===== config.mk =====
export PLATFORM = sky130hd
export DESIGN_NAME = arbiter_rr_flat
export DESIGN_NICKNAME = d
export VERILOG_FILES = /design/src/rtl/arbiter_pkg.sv /design/src/rtl/arbiter_rr_if.sv /design/src/rtl/arbiter_rr_pick.sv /design/src/rtl/arbiter_rr.sv /design/src/flat_wrapper.sv
export SDC_FILE = /design/constraint.sdc
export NUM_CORES = 1
export LEC_CHECK = 0
export ABC_CLOCK_PERIOD_IN_PS = 3450
export CAP_MARGIN = 10
export CORE_MARGIN = 5
export CORE_UTILIZATION = 39
export CTS_CLUSTER_SIZE = 24
export DETAILED_ROUTE_END_ITERATION = 10
export PLACE_DENSITY = 0.81
export SLEW_MARGIN = 15
export SYNTH_ARGS = -nofsm -noshare
export SYNTH_HDL_FRONTEND = slang
export SYNTH_HIERARCHICAL = 1
export SYNTH_SLANG_ARGS = --single-unit
export TNS_END_PERCENT = 20

===== constraint.sdc =====
create_clock -name i_clk -period 3.45 [get_ports i_clk]
set_input_delay 0.345 -clock i_clk [delete_from_list [all_inputs] [get_ports i_clk]]
set_output_delay 0.345 -clock i_clk [all_outputs]
set_load 0.01 [all_outputs]

===== src/rtl/arbiter_pkg.sv =====
// rtl/arbiter_pkg.sv - shared defaults and width helper for the round-robin write arbiter
//
// Purpose: parameter defaults for arbiter_rr and its interface, plus the
// grant-index width helper, max(1, clog2(n)).
// Ports: none (package).
package arbiter_pkg;

  localparam int NUM_WRITERS_DEF = 2;
  localparam int DATA_WIDTH_DEF  = 8;
  localparam bit ROUND_ROBIN_DEF = 1'b1;

  // A 1-writer index would otherwise collapse to zero bits.
  function automatic int id_width(input int n);
    return (n > 1) ? $clog2(n) : 1;
  endfunction

endpackage


===== src/rtl/arbiter_rr_if.sv =====
// rtl/arbiter_rr_if.sv - writer/FIFO-side bundle of the write arbiter
//
// Purpose: groups the writer request/data inputs and the FIFO write outputs.
// Signals:
//   i_req        writer requests, one bit per writer
//   i_data       flattened writer data, writer k at [k*DATA_WIDTH +: DATA_WIDTH]
//   i_fifo_full  downstream FIFO full
//   o_busy       active-low one-cycle grant per writer
//   o_we         FIFO write strobe
//   o_data       FIFO write data
//   o_grant_id   index of the granted writer
// Modports: master drives the requests (writers/FIFO side), slave is the arbiter.
interface arbiter_rr_if
  import arbiter_pkg::*;
#(
  parameter int NUM_WRITERS = NUM_WRITERS_DEF,
  parameter int DATA_WIDTH  = DATA_WIDTH_DEF
);

  localparam int IDW = id_width(NUM_WRITERS);

  logic [NUM_WRITERS-1:0]            i_req;
  logic [NUM_WRITERS*DATA_WIDTH-1:0] i_data;
  logic                              i_fifo_full;
  logic [NUM_WRITERS-1:0]            o_busy;
  logic                              o_we;
  logic [DATA_WIDTH-1:0]             o_data;
  logic [IDW-1:0]                    o_grant_id;

  modport master (
    output i_req, i_data, i_fifo_full,
    input  o_busy, o_we, o_data, o_grant_id
  );

  modport slave (
    input  i_req, i_data, i_fifo_full,
    output o_busy, o_we, o_data, o_grant_id
  );

endinterface


===== src/rtl/arbiter_rr_pick.sv =====
// rtl/arbiter_rr_pick.sv - combinational winner selection for the write arbiter
//
// Purpose: picks one writer from the eligible vector.
// Ports:
//   eligible_i     eligible writers
//   ptr_i          rotating search start (round-robin mode only)
//   round_robin_i  1 = ascending search from ptr_i with wrap, 0 = highest index wins
//   valid_o        some writer is eligible
//   idx_o          winning writer index (0 when valid_o is low)
module arbiter_rr_pick
  import arbiter_pkg::*;
#(
  parameter int NUM_WRITERS = NUM_WRITERS_DEF
) (
  input  logic [NUM_WRITERS-1:0]           eligible_i,
  input  logic [id_width(NUM_WRITERS)-1:0] ptr_i,
  input  logic                             round_robin_i,
  output logic                             valid_o,
  output logic [id_width(NUM_WRITERS)-1:0] idx_o
);

  localparam int IDW = id_width(NUM_WRITERS);

  always_comb begin
    int j;
    j       = 0;
    valid_o = 1'b0;
    idx_o   = '0;
    if (round_robin_i) begin
      // Walk offsets from farthest to nearest so the last hit, i.e. the
      // eligible writer closest to the pointer, is the one kept.
      for (int s = NUM_WRITERS - 1; s >= 0; s--) begin
        j = int'(ptr_i) + s;
        if (j >= NUM_WRITERS) begin
          j = j - NUM_WRITERS;
        end
        if (eligible_i[IDW'(j)]) begin
          valid_o = 1'b1;
          idx_o   = IDW'(j);
        end
      end
    end else begin
      // Ascending scan, last hit kept: the highest eligible index wins.
      for (int k = 0; k < NUM_WRITERS; k++) begin
        if (eligible_i[IDW'(k)]) begin
          valid_o = 1'b1;
          idx_o   = IDW'(k);
        end
      end
    end
  end

endmodule


===== src/rtl/arbiter_rr.sv =====
// rtl/arbiter_rr.sv - multi-writer to single-FIFO write arbiter, one-cycle grants
//
// Purpose: each cycle registers at most one winner among requesting writers,
// strobing its word into the FIFO the following cycle.
// Ports:
//   i_clk      clock, all state on rising edge
//   i_reset_n  asynchronous active-low reset
//   bus        arbiter_rr_if slave: i_req/i_data/i_fifo_full in,
//              o_busy/o_we/o_data/o_grant_id out
// Parameters: NUM_WRITERS (>= 2), DATA_WIDTH, ROUND_ROBIN (1 rotating, 0 fixed highest-wins).
module arbiter_rr
  import arbiter_pkg::*;
#(
  parameter int NUM_WRITERS = NUM_WRITERS_DEF,
  parameter int DATA_WIDTH  = DATA_WIDTH_DEF,
  parameter bit ROUND_ROBIN = ROUND_ROBIN_DEF
) (
  input  logic         i_clk,
  input  logic         i_reset_n,
  arbiter_rr_if.slave  bus
);

  localparam int IDW = id_width(NUM_WRITERS);

  logic [NUM_WRITERS-1:0] busy_q, busy_d;
  logic                   we_q, we_d;
  logic [DATA_WIDTH-1:0]  data_q, data_d;
  logic [IDW-1:0]         gid_q, gid_d;
  logic [IDW-1:0]         ptr_q, ptr_d;
  logic                   armed_q;

  logic [NUM_WRITERS-1:0] eligible;
  logic                   pick_valid;
  logic [IDW-1:0]         pick_idx;

  // busy_q is all ones except for the writer being granted right now, so
  // ANDing it in removes that writer (its request is still high while it
  // sees the grant). armed_q holds off grants on the first edge after reset.
  assign eligible = bus.i_req & busy_q
                  & {NUM_WRITERS{armed_q & ~bus.i_fifo_full}};

  arbiter_rr_pick #(
    .NUM_WRITERS (NUM_WRITERS)
  ) u_pick (
    .eligible_i    (eligible),
    .ptr_i         (ptr_q),
    .round_robin_i (ROUND_ROBIN),
    .valid_o       (pick_valid),
    .idx_o         (pick_idx)
  );

  always_comb begin
    busy_d = '1;
    we_d   = 1'b0;
    data_d = data_q;
    gid_d  = gid_q;
    ptr_d  = ptr_q;
    if (pick_valid) begin
      busy_d[pick_idx] = 1'b0;
      we_d             = 1'b1;
      gid_d            = pick_idx;
      // Data mux keyed by the winner index that is being registered.
      data_d = '0;
      for (int k = 0; k < NUM_WRITERS; k++) begin
        if (pick_idx == IDW'(k)) begin
          data_d = bus.i_data[k*DATA_WIDTH +: DATA_WIDTH];
        end
      end
      if (ROUND_ROBIN) begin
        ptr_d = (pick_idx == IDW'(NUM_WRITERS - 1)) ? '0 : pick_idx + IDW'(1);
      end
    end
  end

  always_ff @(posedge i_clk or negedge i_reset_n) begin
    if (!i_reset_n) begin
      busy_q  <= '1;
      we_q    <= 1'b0;
      data_q  <= '0;
      gid_q   <= '0;
      ptr_q   <= '0;
      armed_q <= 1'b0;
    end else begin
      busy_q  <= busy_d;
      we_q    <= we_d;
      data_q  <= data_d;
      gid_q   <= gid_d;
      ptr_q   <= ptr_d;
      armed_q <= 1'b1;
    end
  end

  assign bus.o_busy     = busy_q;
  assign bus.o_we       = we_q;
  assign bus.o_data     = data_q;
  assign bus.o_grant_id = gid_q;

endmodule

===== src/flat_wrapper.sv =====
// flat-port wrapper written by rule: the top's interface ports become plain ports
module arbiter_rr_flat import arbiter_pkg::*;
#(
  parameter int NUM_WRITERS = NUM_WRITERS_DEF,
  parameter int DATA_WIDTH  = DATA_WIDTH_DEF,
  parameter bit ROUND_ROBIN = ROUND_ROBIN_DEF
)
  (i_clk, i_reset_n, bus_i_req, bus_i_data, bus_i_fifo_full, bus_o_busy, bus_o_we, bus_o_data, bus_o_grant_id);
  arbiter_rr_if #(.NUM_WRITERS(NUM_WRITERS), .DATA_WIDTH(DATA_WIDTH)) bus_i ();
  input  logic i_clk;
  input  logic i_reset_n;
  input wire logic [$bits(bus_i.i_req)-1:0] bus_i_req;
  input wire logic [$bits(bus_i.i_data)-1:0] bus_i_data;
  input wire logic [$bits(bus_i.i_fifo_full)-1:0] bus_i_fifo_full;
  output wire logic [$bits(bus_i.o_busy)-1:0] bus_o_busy;
  output wire logic [$bits(bus_i.o_we)-1:0] bus_o_we;
  output wire logic [$bits(bus_i.o_data)-1:0] bus_o_data;
  output wire logic [$bits(bus_i.o_grant_id)-1:0] bus_o_grant_id;
  assign bus_i.i_req = bus_i_req;
  assign bus_i.i_data = bus_i_data;
  assign bus_i.i_fifo_full = bus_i_fifo_full;
  assign bus_o_busy = bus_i.o_busy;
  assign bus_o_we = bus_i.o_we;
  assign bus_o_data = bus_i.o_data;
  assign bus_o_grant_id = bus_i.o_grant_id;
  arbiter_rr #(.NUM_WRITERS(NUM_WRITERS), .DATA_WIDTH(DATA_WIDTH), .ROUND_ROBIN(ROUND_ROBIN)) u_core (.i_clk(i_clk), .i_reset_n(i_reset_n), .bus(bus_i));
endmodule

==> results by group, run 1 <==
GRT
  – Total gr overflow: 0
  – First-pass GRT wire length: between 2 and 2.5 mm
  – Initial antenna violation count: 0
  – Total track usage: 0.1055
  – Vias in the first global route: 457
  – Largest net degree at the start of global routing: 23

STA
  – Final setup viols: 0
  – Clk_skew: 0.7959 ps
  – Unrepaired setup endpoints after global routing: false
  – FMAX: 516.4 MHz
  – Setup TNS Final: 0 ps
  – Pins over their slew limit: 0
  – Slew headroom: 0.6156
  – Fin crit share: 0.5613
  – Fin crit period: 1937 ps
  – Worst setup margin: 1513 ps
  – Hold Slack: 436.7 ps
  – Worst-margin pin slew: 574.7 ps
  – Final Hold Vio Count: 0

Cells and area
  – Commonest non-fill, non-tap cell in the layout: clkdlybuf4s50_1
  – Commonest cells after routing, fill and taps aside: clkdlybuf4s50_1, dfrtp_1, mux2i_1, nor2_1, a21oi_1
  – Nets: 107
  – Area growth syn-to-layout: 56.39%
  – Area of the multi-input gates: 198.9 sq um
  – N_diodes: 0
  – Fillers: 124
  – FF+latch area: 352.8 sq um
  – Layout cells sized above 1: 0.09412

Place
  – Hpwl dp: 941.1 um
  – Placer Congestion: approximately 0.67
  – Port bufs: 31
  – Setup Slack @ Placement: approximately 1200 ps

Outcome
  – Status: finished clean

CTS
  – CTS H-tree lvls: 1
  – Hold_buf cts: 0
  – Number of setup buffers added after CTS: 0
  – Clock-pin transition on the worst setup and hold timing paths: 80 ps
  – TritonCTS clock tree: done
  – Post-cts resize count: 0
  – Clock Path Buffers: 2
  – Clk_lat worst skew: approximately 270 ps
  – Clock buffer count from CTS: 3
  – Clock sinks: 14
  – Root Buffer: clkbuf_4

Critical path
  – CP required: ~3600 ps
  – Nature of the critical path endpoint: flip-flop
  – Crit path launch: bus_i_fifo_full
  – CP Class: primary input to flip-flop
  – Worst path arrival time: 2090 ps
  – Reg-to-reg setup timing slack: 1580 ps
  – Critical Path Fanout Max: 22
  – Reg2reg path depth: 5
  – Startpoint types: primary input
  – Crit Reg-Reg Endpoint: u_core/bus.o_data[1]
  – Worst r2r src: u_core/bus.o_busy[0]

Min path
  – Hold crit path type: primary input to asynchronous set/reset pin

Logic synthesis
  – Mapped Cells: 52
  – Mapped Area: between 500 and 600 sq um
  – Syn Area/Cell: 11.48 sq um
  – Ys Warns: 6

Die
  – Std-Cell Rows: 14
  – DIE HEIGHT: 49.12 um
  – Top Ports: 33
  – Die Wd: 49.12 um
  – Die Area: approximately 2400 sq um
  – Core ar.: 1471 sq um
  – Starting Density: 0.4056

Drt
  – Final wirelength: ~1.2 mm
  – DR iter-0 viols: 4
  – Number of routed nets with antenna violations: 0
  – Vias per inst: 4.653
  – Avg WL per Cell: 11.82 um
  – Pre-antenna DRT Iters: 4
  – Via count: 470
  – DRC: 0

Run
  – Max_cap viols: 0

Power and ir drop
  – Pwr dens: approximately 440 nW/um^2
  – Cell leakage power: roughly 0.39 nW
  – Worst vdd ir: 322.1 uV
[power by group]
group          total, W  internal (W)  switching [W]
sequential     0.000198      0.000187      0.0000108
combinational  0.000103     0.0000639      0.0000391
clock          0.000114     0.0000641      0.0000496
[critical path, cell delays in order]
cell and delay (ps):
clkdlybuf4s50_1 400, nor2b_1 100, and3_1 150, buf_4 230
and3_1 530, mux2i_1 250, a21oi_1 80
[sequential cells by signal, summed over array words and instances (netlist names)]
| name | count |
|---|---|
| u_core/armed_q | 1 |
| u_core/bus.o_busy | 2 |
| u_core/bus.o_data | 8 |
| u_core/bus.o_grant_id | 1 |
| u_core/bus.o_we | 1 |
| u_core/ptr_q | 1 |
[routing by layer]
layer | up-vias | routed length [um] | track usage | share of wire
met5 | - | 0 | 0 | 0
met1 | 214 | 452 | 0.1163 | 0.38
met2 | 18 | 637 | 0.1803 | 0.53
met3 | 2 | 95 | 0.03976 | 0.080
met4 | 0 | 8 | 0.04036 | 0.0067
li1 | 236 | - | - | -
[worst max path at each step]
| stage | cells after the start | end |
|---|---|---|
| 5_1_grt | 7 | u_core/bus.o_data[2] |
| 3_5_place_dp | 7 | u_core/bus.o_data[2] |
| 3_3_place_gp | 7 | u_core/bus.o_data[3] |
| 2_1_floorplan | 5 | u_core/bus.o_data[0] |
| 6_report | 7 | u_core/bus.o_data[1] |
| 4_1_cts | 7 | u_core/bus.o_data[1] |
[area by class of cell]
class                   count  area share
well taps                  16     0.02145
inverters                   2    0.008043
clock buffers               4     0.03887
repair buffers             32      0.3405
multi-input cells          33      0.2131
flip-flops and latches     14      0.3780
[stage by stage]
step	instance area, sq um	cells	power [W]	util
2_1_floorplan	600.6	53	0.0002377	-
3_3_place_gp	897.1	97	0.0003028	0.6097
3_5_place_dp	897.1	97	0.0003054	0.6097
4_1_cts	933.4	101	0.0004216	0.6344
5_1_grt	933.4	101	0.0004405	0.6344
6_report	933.4	101	0.0004142	0.6344
Power figures use the tool's default switching activity.
==> inputs of run 2 (changes only) <==
ABC_CLOCK_PERIOD_IN_PS = 1900   (was 3450)
CORE_UTILIZATION = 37   (was 39)
PLACE_DENSITY = 0.77   (was 0.81)
clock period = 1.9 ns   (was 3.45 ns; I/O delays follow)
==> run 2 against run 1 <==
Against the previous run:
- total power up 83%
- combinational power grew 83%
- worst hold slack got worse by 150 ps
- clock power increased by 84%
- critical endpoint is now bus_o_busy[1]
- largest cell class unchanged
==> results by group, run 2 (synthesis results as in run 1) <==
Critical path
  – Reg-to-reg setup timing slack: 480 ps (-1100 ps)
  – Worst r2r src: u_core/bus.o_busy[0]
  – CP Class: flip-flop to primary output
  – Critical Path Fanout Max: 1 (-95%)
  – Worst path top cell family by delay: buffers and inverters
  – Slowest CP cell: clkdlybuf4s50_1
  – Crit. path cell count: 1 (-6)
  – Worst path arrival time: 1330 ps (-760 ps)
  – Nature of the critical path endpoint: primary output
  – CP required: 1710 ps (-1890 ps)
  – Reg2reg path depth: 5 (unchanged)
  – Worst path bufs/invs: 1 (-1)
  – Startpoint types: flip-flop
  – Cell Chain, Critical Path: clkdlybuf4s50_1
  – Crit Reg-Reg Endpoint: u_core/bus.o_data[3]
  – Max stage delay on crit path: 530 ps (about the same)

Cells and area
  – Nets: 109 (+1.9%)
  – Max reg flops: 8 (unchanged)
  – Area growth syn-to-layout: 58.91%
  – Cell Count, Final, Fillers Out: 103 (+2.0%)
  – N_diodes: 0 (unchanged)
  – Layout cells sized above 1: 0.1149 (+0.02082)
  – Commonest non-fill, non-tap cell in the layout: clkdlybuf4s50_1
  – Fillers: 136 (+9.7%)
  – Final Util: 0.6223 (-0.01202)
  – Commonest cells after routing, fill and taps aside: clkdlybuf4s50_1, dfrtp_1, mux2i_1, nor2_1, a21oi_1

Drt
  – Vias per inst: 4.602 (-1.1%)
  – DRC: 0 (unchanged)
  – Final wirelength: 1.240 mm (+3.9%)
  – Pre-antenna DRT Iters: 4 (unchanged)
  – DR iter-0 viols: 3 (-1)
  – Avg WL per Cell: 12.04 um (+1.8%)
  – Number of routed nets with antenna violations: 0 (unchanged)
  – Via count: 474 (+0.85%)

Die
  – Core ar.: 1524 sq um (+3.6%)
  – Die Area: 2516 sq um (+4.3%)
  – Top Ports: 33 (unchanged)
  – Die Wd: 50.16 um (+2.1%)
  – DIE HEIGHT: 50.16 um (+2.1%)
  – Std-Cell Rows: 14 (unchanged)
  – Starting Density: 0.3916 (-0.01399)

STA
  – Slew headroom: 0.5978 (-0.01786)
  – Final Hold Vio Count: 0 (unchanged)
  – Unrepaired setup endpoints after global routing: false
  – Fin crit period: 1523 ps
  – Fin crit share: 0.8015
  – Final setup viols: 0 (unchanged)
  – Clk_skew: 4.014 ps (+3.218 ps)
  – Pins over their slew limit: 0 (unchanged)
  – FMAX: 656.7 MHz
  – Worst setup margin: 377.1 ps (-1136 ps)
  – Worst-margin pin slew: 601.4 ps (+26.70 ps)
  – Setup TNS Final: 0 ps (unchanged)
  – Hold Slack: 283.2 ps (-153.5 ps)

Place
  – Setup Slack @ Placement: 268.0 ps (-941.6 ps)
  – Placer Congestion: 0.6263 (-6.0%)
  – Port bufs: 31 (unchanged)
  – Placed Cells: 99 (+2.1%)
  – Hpwl dp: 963.3 um (+2.4%)

Min path
  – Hold crit path type: primary input to asynchronous set/reset pin

Outcome
  – Status: finished clean

GRT
  – Vias in the first global route: 434 (-5.0%)
  – Total gr overflow: 0 (unchanged)
  – First-pass GRT wire length: 1.938 mm (-4.8%)
  – Total track usage: 0.1026 (-0.002821)
  – Initial antenna violation count: 0 (unchanged)
  – Largest net degree at the start of global routing: 22 (-4.3%)

Power and ir drop
  – Cell leakage power: 0.3983 nW (+2.8%)
  – Worst vdd ir: 499.3 uV (+55%)
  – Pwr dens: 798.4 nW/um^2 (+80%)

CTS
  – Hold_buf cts: 0 (unchanged)
  – Clock-pin transition on the worst setup and hold timing paths: 80 ps (about the same)
  – CTS H-tree lvls: 1 (unchanged)
  – Clock sinks: 14 (unchanged)
  – TritonCTS clock tree: done
  – Clock buffer count from CTS: 3 (unchanged)
  – Post-cts resize count: 0 (unchanged)
  – Root Buffer: clkbuf_4
  – Clock Path Buffers: 2 (unchanged)
  – Number of setup buffers added after CTS: 0 (unchanged)
  – Clk_lat worst skew: 280 ps (about the same)

Run
  – Max_cap viols: 0 (unchanged)
run 2: changes by cell type in the layout (fill, tap and decap cells not counted), sizes merged:
cell,change
buf,+2
run 2: cell type report:
class	count	area, sq um	area share
repair buffers	34	332.8	0.3509
well taps	16	20.02	0.02111
multi-input cells	33	198.9	0.2098
inverters	2	7.507	0.007916
flip-flops and latches	14	352.8	0.3720
clock buffers	4	36.28	0.03826
run 2: per-stage QoR:
stage / instance area (sq um) / total power [W]
detailed placement: 912.1 / 0.0005555
CTS: 948.4 / 0.0007706
floorplan: 600.6 / 0.0004315
global route: 948.4 / 0.0007968
global placement: 912.1 / 0.0005508
finish: 948.4 / 0.0007572
run 2: worst max path at each step:
stage / start / end / slack (ps)
finish: u_core/bus.o_busy[1] / bus_o_busy[1] / 380
global route: u_core/bus.o_busy[1] / bus_o_busy[1] / 340
CTS: u_core/bus.o_busy[1] / bus_o_busy[1] / 360
detailed placement: bus_i_fifo_full / u_core/bus.o_data[4] / 270
global placement: bus_i_fifo_full / u_core/bus.o_data[4] / 290
floorplan: u_core/bus.o_busy[0] / u_core/bus.o_data[0] / 550
run 2: power by group:
part	internal, W	switching (W)
Combinational	0.000117	0.0000704
Clock	0.000117	0.0000937
Sequential	0.000339	0.0000201
Total	0.000573	0.000184
run 2: routing by layer:
layer  global-route usage  wire [um]  vias up
met5                    0          0        -
met4              0.03930         15        0
met3              0.06805        138        2
met2               0.1674        589       19
met1               0.1030        496      214
li1                     -          -      239
==> inputs of run 3 (changes only) <==
ABC_CLOCK_PERIOD_IN_PS = 1590   (was 1900)
clock period = 1.59 ns   (was 1.9 ns; I/O delays follow)
==> run 3 against run 2 <==
Against the previous run:
- worst hold slack worse by 21 ps
- sequential share of layout area up 0.40 points
- total power is 13% higher
- sequential cell count stayed put
- via count is 3.6% higher
- worst setup slack worse by 260 ps
- combinational power up 20%
- first-iteration DRC count is 33% lower
- register-to-register slack got worse by 310 ps
- critical path depth unchanged
- sequential power up 20%
- largest power group unchanged
==> results by group, run 3 (synthesis results as in run 1) <==
CTS
  – Root Buffer: clkbuf_4
  – Number of setup buffers added after CTS: 0 (unchanged)
  – Hold_buf cts: 0 (unchanged)
  – Post-cts resize count: 0 (unchanged)
  – Clock sinks: 14 (unchanged)
  – Clk_lat worst skew: 270 ps (about the same)
  – Clock buffer count from CTS: 3 (unchanged)
  – Clock Path Buffers: 2 (unchanged)
  – CTS H-tree lvls: 1 (unchanged)
  – Clock-pin transition on the worst setup and hold timing paths: 80 ps (about the same)
  – TritonCTS clock tree: done

STA
  – Final Hold Vio Count: 0 (unchanged)
  – Final setup viols: 0 (unchanged)
  – Pins over their slew limit: 0 (unchanged)
  – Clk_skew: 10.19 ps (+6.176 ps)
  – FMAX: 678.9 MHz
  – Fin crit share: 0.9264
  – Fin crit period: 1473 ps
  – Worst-margin pin slew: 616.4 ps (+14.99 ps)
  – Slew headroom: 0.5878 (-0.01003)
  – Worst setup margin: 117.0 ps (-260.2 ps)
  – Hold Slack: 262.7 ps (-20.56 ps)
  – Unrepaired setup endpoints after global routing: false

Outcome
  – Status: finished clean

Critical path
  – Critical Path Fanout Max: 1 (unchanged)
  – Reg2reg path depth: 5 (unchanged)
  – Crit. path cell count: 1 (unchanged)
  – Max stage delay on crit path: 530 ps (about the same)
  – CP required: 1430 ps (-280 ps)
  – CP Class: flip-flop to primary output
  – Cell Chain, Critical Path: clkdlybuf4s50_1
  – Startpoint types: flip-flop
  – Nature of the critical path endpoint: primary output
  – Worst path arrival time: 1310 ps (-20 ps)
  – Worst path bufs/invs: 1 (unchanged)
  – Worst path top cell family by delay: buffers and inverters
  – Slowest CP cell: clkdlybuf4s50_1

Cells and area
  – Cell Count, Final, Fillers Out: 103 (unchanged)
  – Max reg flops: 8 (unchanged)
  – N_diodes: 0 (unchanged)
  – Final Util: 0.6158 (-0.006568)
  – Nets: 109 (unchanged)
  – Layout cells sized above 1: 0.1034 (-0.01149)
  – Commonest cells after routing, fill and taps aside: clkdlybuf4s50_1, dfrtp_1, mux2i_1, nor2_1, a21oi_1
  – Area growth syn-to-layout: 57.23%
  – Commonest non-fill, non-tap cell in the layout: clkdlybuf4s50_1

Power and ir drop
  – Cell leakage power: 0.3923 nW (-1.5%)
  – Power Total: 0.0008582 W (+13%)
  – Sw Ratio: 0.2514 (+0.008093)
  – Pwr dens: 914.5 nW/um^2 (+15%)
  – Switching power: 0.0002157 W (+17%)
  – Internal Pwr Total: 0.0006424 W (+12%)
  – Combinational power share: 0.263 (+0.015)
  – Flop pwr share: 0.501 (+0.027)
  – Worst vdd ir: 668.7 uV (+34%)
  – Clk network pwr share: 0.236 (-0.042)

Min path
  – Hold crit path type: primary input to asynchronous set/reset pin

Drt
  – DR iter-0 viols: 2 (-1)
  – Via count: 491 (+3.6%)
  – DRC: 0 (unchanged)
  – Number of routed nets with antenna violations: 0 (unchanged)
  – Vias per inst: 4.767 (+3.6%)
  – Pre-antenna DRT Iters: 2 (-2)
  – Final wirelength: 1.271 mm (+2.5%)
  – Avg WL per Cell: 12.34 um (+2.5%)

GRT
  – Total gr overflow: 0 (unchanged)
  – Largest net degree at the start of global routing: 22 (unchanged)
  – Total track usage: 0.1070 (+0.004368)
  – Initial antenna violation count: 0 (unchanged)
  – First-pass GRT wire length: 2.118 mm (+9.3%)
  – Vias in the first global route: 476 (+9.7%)

Die
  – DIE HEIGHT: 50.16 um (unchanged)
  – Core ar.: 1524 sq um (unchanged)
  – Std-Cell Rows: 14 (unchanged)
  – Starting Density: 0.3916 (unchanged)
  – Top Ports: 33 (unchanged)
  – Die Area: 2516 sq um (unchanged)
  – Die Wd: 50.16 um (unchanged)

Place
  – Placer Congestion: 0.6282 (+0.30%)
  – Port bufs: 31 (unchanged)
  – Setup Slack @ Placement: -23.57 ps (-291.6 ps)
  – Placed Cells: 99 (unchanged)
  – Hpwl dp: 988.6 um (+2.6%)

Run
  – Max_cap viols: 0 (unchanged)
==> run 3: cell counts in the layout (fill, tap and decap cells not counted) <==
No cell type changed its count.
==> run 3: path summary, 6_finish.rpt <==
path / startpoint / endpoint / slack (ps)
worst min-delay path: i_reset_n / u_core/bus.o_data[3] / 260
min in group i_clk: bus_i_data[5] / u_core/bus.o_data[5] / 500
max in group asynchronous: i_reset_n / u_core/bus.o_grant_id / 920
worst max-delay path: u_core/bus.o_busy[1] / bus_o_busy[1] / 120
worst max register to register: u_core/bus.o_busy[0] / u_core/bus.o_data[6] / 170
worst min register to register: u_core/bus.o_grant_id / u_core/bus.o_grant_id / 510
==> run 3: metrics by stage <==
step	TNS, ps	instance area (sq um)
finish	0	938.4
global route	0	938.4
CTS	0	938.4
detailed placement	-37.58	912.1
global placement	0	912.1
floorplan	0	600.6
==> run 3: layer usage <==
metal  vias to the layer above  global-route usage  share of wire
met5                         -                   0              0
met1                       232              0.1107           0.38
met4                         0             0.01310              0
met2                        20              0.1925           0.51
met3                         0             0.05917           0.10
li1                        239                   -              -
==> run 3: power by group through the flow <==
stage	combinational [W]	clock [W]	sequential (W)
after detailed placement	0.000230	0	0.000435
after global routing	0.000248	0.000232	0.000435
after global placement	0.000224	0	0.000434
after CTS	0.000231	0.000213	0.000430
after floorplan	0.0000597	0	0.000456
final	0.000226	0.000203	0.000430
==> run 3: area by class of cell <==
type	count	area, sq um
Timing Repair Buffer	34	332.8
Clock buffer	4	26.28
Multi-Input combinational cell	33	198.9
Sequential cell	14	352.8
Inverter	2	7.507
Tap cell	16	20.02
Fill cell	135	585.6
==> run 3: worst reg2reg max path, delay by kind of cell (launching register included) <==
family / cells / cell delay [ps]
mux: 1 / 200
compound gates: 1 / 100
simple gates: 2 / 330
buf+inv: 1 / 160
flops: 1 / 520
